**src/rtl/alu_exec_unit_pkg.sv**
```systemverilog
// rtl/alu_exec_unit_pkg.sv - shared opcodes, state encoding and width defaults
package alu_exec_unit_pkg;

    localparam int DW_DEF = 8;
    localparam int AW_DEF = 3;

    localparam logic [2:0] OP_ADD = 3'b000;
    localparam logic [2:0] OP_SUB = 3'b001;
    localparam logic [2:0] OP_AND = 3'b010;
    localparam logic [2:0] OP_OR  = 3'b011;
    localparam logic [2:0] OP_XOR = 3'b100;
    localparam logic [2:0] OP_SHL = 3'b101;
    localparam logic [2:0] OP_SHR = 3'b110;
    localparam logic [2:0] OP_MUL = 3'b111;

    typedef enum logic [1:0] {
        IDLE  = 2'd0,
        READ  = 2'd1,
        EXEC  = 2'd2,
        WRITE = 2'd3
    } state_t;

endpackage

```
**src/rtl/alu_exec_unit_mul8_iter.sv**
```systemverilog
// rtl/alu_exec_unit_mul8_iter.sv - 8x8 shift-add multiplier, one multiplier bit per cycle
module mul8_iter (
    input  logic        clk,
    input  logic        reset,
    input  logic        load,
    input  logic [7:0]  a,
    input  logic [7:0]  b,
    output logic [15:0] product,
    output logic        ready
);

    logic [15:0] acc;
    logic [15:0] mcand;
    logic [7:0]  mplier;
    logic [3:0]  count;

    // The load edge already consumes b[0], so seven more edges finish the product.
    always_ff @(posedge clk or negedge reset) begin
        if (!reset) begin
            acc    <= '0;
            mcand  <= '0;
            mplier <= '0;
            count  <= '0;
        end else if (load) begin
            acc    <= b[0] ? {8'b0, a} : 16'd0;
            mcand  <= {7'b0, a, 1'b0};
            mplier <= {1'b0, b[7:1]};
            count  <= 4'd1;
        end else if (count != 4'd0 && count != 4'd8) begin
            acc    <= acc + (mplier[0] ? mcand : 16'd0);
            mcand  <= {mcand[14:0], 1'b0};
            mplier <= {1'b0, mplier[7:1]};
            count  <= count + 4'd1;
        end
    end

    assign product = acc;
    assign ready   = (count == 4'd8);

endmodule

```
**src/rtl/alu_exec_unit.sv**
```systemverilog
// rtl/alu_exec_unit.sv - multi-cycle ALU stage: read, execute, write back to the register file
module alu_exec_unit
    import alu_exec_unit_pkg::*;
#(
    parameter int DW = DW_DEF,
    parameter int AW = AW_DEF
) (
    input  logic          clk,
    input  logic          reset,
    input  logic          start,
    input  logic [2:0]    opcode,
    input  logic [AW-1:0] rd,
    input  logic [AW-1:0] rs1,
    input  logic [AW-1:0] rs2,
    output logic          busy,
    output logic          done,
    output logic [AW-1:0] read_addr_1,
    output logic [AW-1:0] read_addr_2,
    input  logic [DW-1:0] read_data_1,
    input  logic [DW-1:0] read_data_2,
    output logic [AW-1:0] write_addr,
    output logic [DW-1:0] write_data,
    output logic          reg_write_n,
    output logic          zero_flag,
    output logic          carry_flag
);

    state_t        state, state_next;
    logic [2:0]    op_q;
    logic [DW-1:0] a_q, b_q;
    logic          carry_q;
    logic [DW-1:0] alu_res;
    logic          alu_carry;
    logic [DW:0]   wide;
    logic [15:0]   mul_product;
    logic          mul_ready;

    mul8_iter u_mul (
        .clk     (clk),
        .reset   (reset),
        .load    (state == READ && op_q == OP_MUL),
        .a       (read_data_1),
        .b       (read_data_2),
        .product (mul_product),
        .ready   (mul_ready)
    );

    always_ff @(posedge clk or negedge reset) begin
        if (!reset) state <= IDLE;
        else        state <= state_next;
    end

    always_comb begin
        state_next = state;
        case (state)
            IDLE:    if (start) state_next = READ;
            READ:    state_next = EXEC;
            EXEC:    if (op_q != OP_MUL || mul_ready) state_next = WRITE;
            WRITE:   state_next = IDLE;
            default: state_next = IDLE;
        endcase
    end

    assign busy        = (state != IDLE);
    assign done        = (state == WRITE);
    assign reg_write_n = (state != WRITE);

    // Shifts carry out the last bit moved past the word edge; a zero shift leaves it clear.
    always_comb begin
        wide      = '0;
        alu_res   = '0;
        alu_carry = 1'b0;
        case (op_q)
            OP_ADD: begin
                wide      = {1'b0, a_q} + {1'b0, b_q};
                alu_res   = wide[DW-1:0];
                alu_carry = wide[DW];
            end
            OP_SUB: begin
                wide      = {1'b0, a_q} - {1'b0, b_q};
                alu_res   = wide[DW-1:0];
                alu_carry = wide[DW];
            end
            OP_AND: alu_res = a_q & b_q;
            OP_OR:  alu_res = a_q | b_q;
            OP_XOR: alu_res = a_q ^ b_q;
            OP_SHL: begin
                wide      = {1'b0, a_q} << b_q[2:0];
                alu_res   = wide[DW-1:0];
                alu_carry = wide[DW];
            end
            OP_SHR: begin
                wide      = {a_q, 1'b0} >> b_q[2:0];
                alu_res   = wide[DW:1];
                alu_carry = wide[0];
            end
            default: ;
        endcase
    end

    always_ff @(posedge clk or negedge reset) begin
        if (!reset) begin
            op_q        <= '0;
            a_q         <= '0;
            b_q         <= '0;
            carry_q     <= 1'b0;
            read_addr_1 <= '0;
            read_addr_2 <= '0;
            write_addr  <= '0;
            write_data  <= '0;
            zero_flag   <= 1'b0;
            carry_flag  <= 1'b0;
        end else begin
            case (state)
                IDLE: if (start) begin
                    op_q        <= opcode;
                    read_addr_1 <= rs1;
                    read_addr_2 <= rs2;
                    write_addr  <= rd;
                end
                READ: begin
                    a_q <= read_data_1;
                    b_q <= read_data_2;
                end
                EXEC: if (op_q != OP_MUL) begin
                    write_data <= alu_res;
                    carry_q    <= alu_carry;
                end else if (mul_ready) begin
                    write_data <= mul_product[DW-1:0];
                    carry_q    <= |mul_product[15:8];
                end
                WRITE: begin
                    zero_flag  <= (write_data == '0);
                    carry_flag <= carry_q;
                end
                default: ;
            endcase
        end
    end

endmodule

```
**config.mk**
```make
export PLATFORM = sky130hd
export DESIGN_NAME = alu_exec_unit
export DESIGN_NICKNAME = d
export VERILOG_FILES = /design/src/rtl/alu_exec_unit_pkg.sv /design/src/rtl/alu_exec_unit_mul8_iter.sv /design/src/rtl/alu_exec_unit.sv
export SDC_FILE = /design/constraint.sdc
export NUM_CORES = 1
export LEC_CHECK = 0
export CAP_MARGIN = 30
export CORE_ASPECT_RATIO = 1.25
export CORE_MARGIN = 2
export CORE_UTILIZATION = 55
export CTS_BUF_LIST = sky130_fd_sc_hd__clkbuf_8
export CTS_CLUSTER_SIZE = 14
export DETAILED_ROUTE_END_ITERATION = 8
export HOLD_SLACK_MARGIN = 0.1
export PLACE_DENSITY_LB_ADDON = 0.3
export SLEW_MARGIN = 0
export SYNTH_ARGS = -nofsm -noshare
export SYNTH_HDL_FRONTEND = slang
export SYNTH_SLANG_ARGS = --single-unit
```
**constraint.sdc**
```tcl
create_clock -name clk -period 7.4 [get_ports clk]
set_clock_uncertainty 0.15 [all_clocks]
set_input_delay 1.85 -clock clk [delete_from_list [all_inputs] [get_ports clk]]
set_output_delay 1.85 -clock clk [all_outputs]
set_load 0.03 [all_outputs]
```
==> impl_metrics.py <==
metrics = {
    "pwr": {
        "ir_drop_v": 0.000243,
        "total_power_w": 0.00331,
        "p_seq_frac": 0.278,
        "internal_power_w": 0.00169,
        "switching_power_w": 0.00163,
        "clockPowerShare": 0.111,
        "pwr-share-comb": 0.612,
        "swShare": 0.491,
        "power_density_nw_per_um2": 488,
        "p_leak_nw": 3.03,
    },
    "setup_path": {
        "cpMostUsedCell": "inv_1",
        "reg2reg_slack_ps": 4100,
        "worstSetupPathType": "reg2out",
        "cp-end-kind": "output port",
        "worstPathArrival_ps": 1860,
        "path_cells": "inv_1, ha_1, inv_1, clkdlybuf4s50_1",
        "crit_fanout": 4,
        "worst-path-buf-inv": 3,
        "required_ps": 5400,
        "cp-start-kind": "flip-flop",
        "slowest_stage": "clkdlybuf4s50_1",
        "slowest_delay_ps": 680,
        "crit_family": "buffers and inverters",
    },
    "drt": {
        "ant_nets": 0,
        "drt_wl_total_microns": 16800,
        "drc": 0,
        "num_vias": 5401,
        "viasPerCell": 6.22,
        "post_drt_wl_per_cell_microns": 19.3,
        "dr.pass1.iters": 7,
        "drtIter0Drc": 235,
    },
    "clock_network": {
        "cts_max_level": 3,
        "root_buffer": "clkbuf_8",
        "cts.hold.buffers_added": 0,
        "cts_resized": 0,
        "cts_sinks": 83,
        "cts_buffers": 9,
        "cts_buffer_depth": 2,
        "cts_tree": "built",
        "clk_latency_ps": 370,
        "clkTransAtPathRegs_ps": 80,
        "cts_setup_buffers": 0,
    },
    "run_status": {
        "status": "finished, final reports clean",
    },
    "cells_and_area": {
        "n_fill_cell": 888,
        "area_growth_pct": 13.0,
        "drive_gt1_frac": 0.0733,
        "n_antenna_cell": 0,
        "stdcell_count": 869,
        "fin_area_sq_um": 6800,
        "num-nets-final": 814,
    },
    "timing": {
        "worst_pin_slew_ps": 972,
        "tns_ps": 0,
        "final-hold-violation-count": 0,
        "slew_viol_final": 0,
        "setup_violations": 0,
        "fmax_mhz": 259,
        "max_slew_margin": 0.352,
        "post-route-period-util": 0.521,
        "rsz0062_at_grt": "false",
        "layout_min_cycle_time_ps": 3860,
    },
    "floorplan": {
        "coreArea_sq_um": 10600,
        "die-area_sq_um": 11800,
        "die_w_microns": 97.5,
        "io_pins": 53,
        "die_y_microns": 121,
        "initial_core_util": 0.567,
        "rows": 42,
    },
    "min_path": {
        "holdCritPathClass": "reg2reg",
    },
    "logic_synthesis": {
        "synthFlopType": "dfrtp_1",
        "yosys.area.top_type": "dfrtp_1",
        "synth_seq_area_share": 0.345,
        "ys_types": 71,
        "syn-cell-area_sq_um": 6020,
        "async_flop_share": 1.00,
        "postSynthCellCount": 703,
        "syn_avg_cell_area_sq_um": 8.56,
        "synthMostInstantiatedCell": "nand2_1",
        "syn_nets": 784,
        "synth.area.top_cells": "dfrtp_1, ha_1, nand2_1",
        "synth-edff-count": 0,
        "synthTopCellsByCount": "nand2_1, dfrtp_1, a21oi_1",
        "ys_ff_latch": 83,
        "synth_warnings": 0,
        "yosys.area.top_type_share": 0.345,
    },
    "global_route": {
        "grt_max_degree": 67,
        "grt_overflow_total": 0,
        "grt_pass1_wl_microns": 27600,
        "grt_use_total": 0.294,
        "grt_pass1_vias": 5340,
        "antenna_found_initial": 0,
    },
    "placed_design": {
        "gp_congestion": 0.987,
        "dp.cells": 853,
        "place_area_sq_um": 6550,
        "port_buffers": 52,
        "hpwl_microns": 12400,
    },
    "flow_run": {
        "drv_cap": 0,
    },
}
-- cells in the final DEF, fill, tap and decap left out, types with 7 or more instances in the layout --
cell               n
xnor2_1            8
and2_1            17
inv_1             32
buf_4              9
a21o_1            10
a31oi_1           23
clkdlybuf4s50_1   51
o21ai_0           44
dfrtp_1           83
mux2i_1           15
nor2_1            57
nand2_1          106
a21oi_1           60
mux2_2            14
and3_1             7
nor3_1            10
clkbuf_8          10
nand3_1           18
ha_1              47
-- worst paths after layout --
check,start,end,cells after the start
max,state[0]$_DFFE_PN0P_,busy,4
max reg2reg,b_q[1]$_DFFE_PN0P_,write_data[3]$_DFFE_PN0P_,8
min in group asynchronous,reset,read_addr_2[1]$_DFFE_PN0P_,1
max in group asynchronous,reset,write_data[3]$_DFFE_PN0P_,2
min reg2reg,write_addr[0]$_DFFE_PN0P_,write_addr[0]$_DFFE_PN0P_,1
min,write_addr[0]$_DFFE_PN0P_,write_addr[0]$_DFFE_PN0P_,1
-- area by class of cell --
class / count / area, sq um / area share
clock buffers: 10 / 138 / 0.0202
repair buffers: 61 / 606 / 0.0891
well taps: 132 / 165 / 0.0243
clock inverters: 5 / 78.8 / 0.0116
flip-flops and latches: 83 / 2080 / 0.306
multi-input cells: 546 / 3610 / 0.532
inverters: 32 / 120 / 0.0177
-- kinds of logic (layout without fill, tap and decap cells) --
group | after synthesis | count (layout) | share of synthesized area
DFF | 83 | 83 | 0.345
xor gates and xnor gates | 12 | 12 | 0.0175
muxes | 33 | 33 | 0.0661
buffers and inverters | 74 | 108 | 0.0545
and+or+nand+nor | 254 | 254 | 0.202
adders and majority gates | 50 | 50 | 0.108
AOI/OAI and AO/OA | 197 | 197 | 0.207
-- routing by layer --
| layer | up-vias | routed length (microns) | part of all wire | global-route usage |
|---|---|---|---|---|
| li1 | 2544 | - | - | - |
| met1 | 2630 | 6780 | 0.40 | 0.378 |
| met2 | 187 | 8510 | 0.51 | 0.501 |
| met3 | 40 | 892 | 0.053 | 0.0305 |
| met4 | 0 | 621 | 0.037 | 0.134 |
| met5 | - | 0 | 0 | 0 |
-- power by group through the flow --
stage / clock [W] / sequential [W] / combinational (W)
2_1_floorplan: 0 / 0.000912 / 0.00142
3_3_place_gp: 0 / 0.000915 / 0.00192
3_5_place_dp: 0 / 0.000926 / 0.00197
4_1_cts: 0.000372 / 0.000916 / 0.00199
5_1_grt: 0.000389 / 0.000953 / 0.00222
6_report: 0.000366 / 0.000921 / 0.00203
-- stage by stage --
stage          hold WS (ps)  setup slack [ps]   util
2_1_floorplan           289              4390      -
3_3_place_gp            334              4000  0.617
3_5_place_dp            346              3930  0.617
4_1_cts                 363              3530  0.638
5_1_grt                 384              3500  0.640
6_report                360              3540  0.640
-- registers in the layout, indices dropped and copies added, names as in the netlist, 3 cells and up --
name           cells
op_q               3
u_mul.count        4
read_addr_2        3
u_mul.mplier       7
b_q                8
a_q                8
u_mul.product     16
write_addr         3
u_mul.mcand       15
write_data         8
read_addr_1        3
No activity file was read; power rests on OpenSTA's default activity.
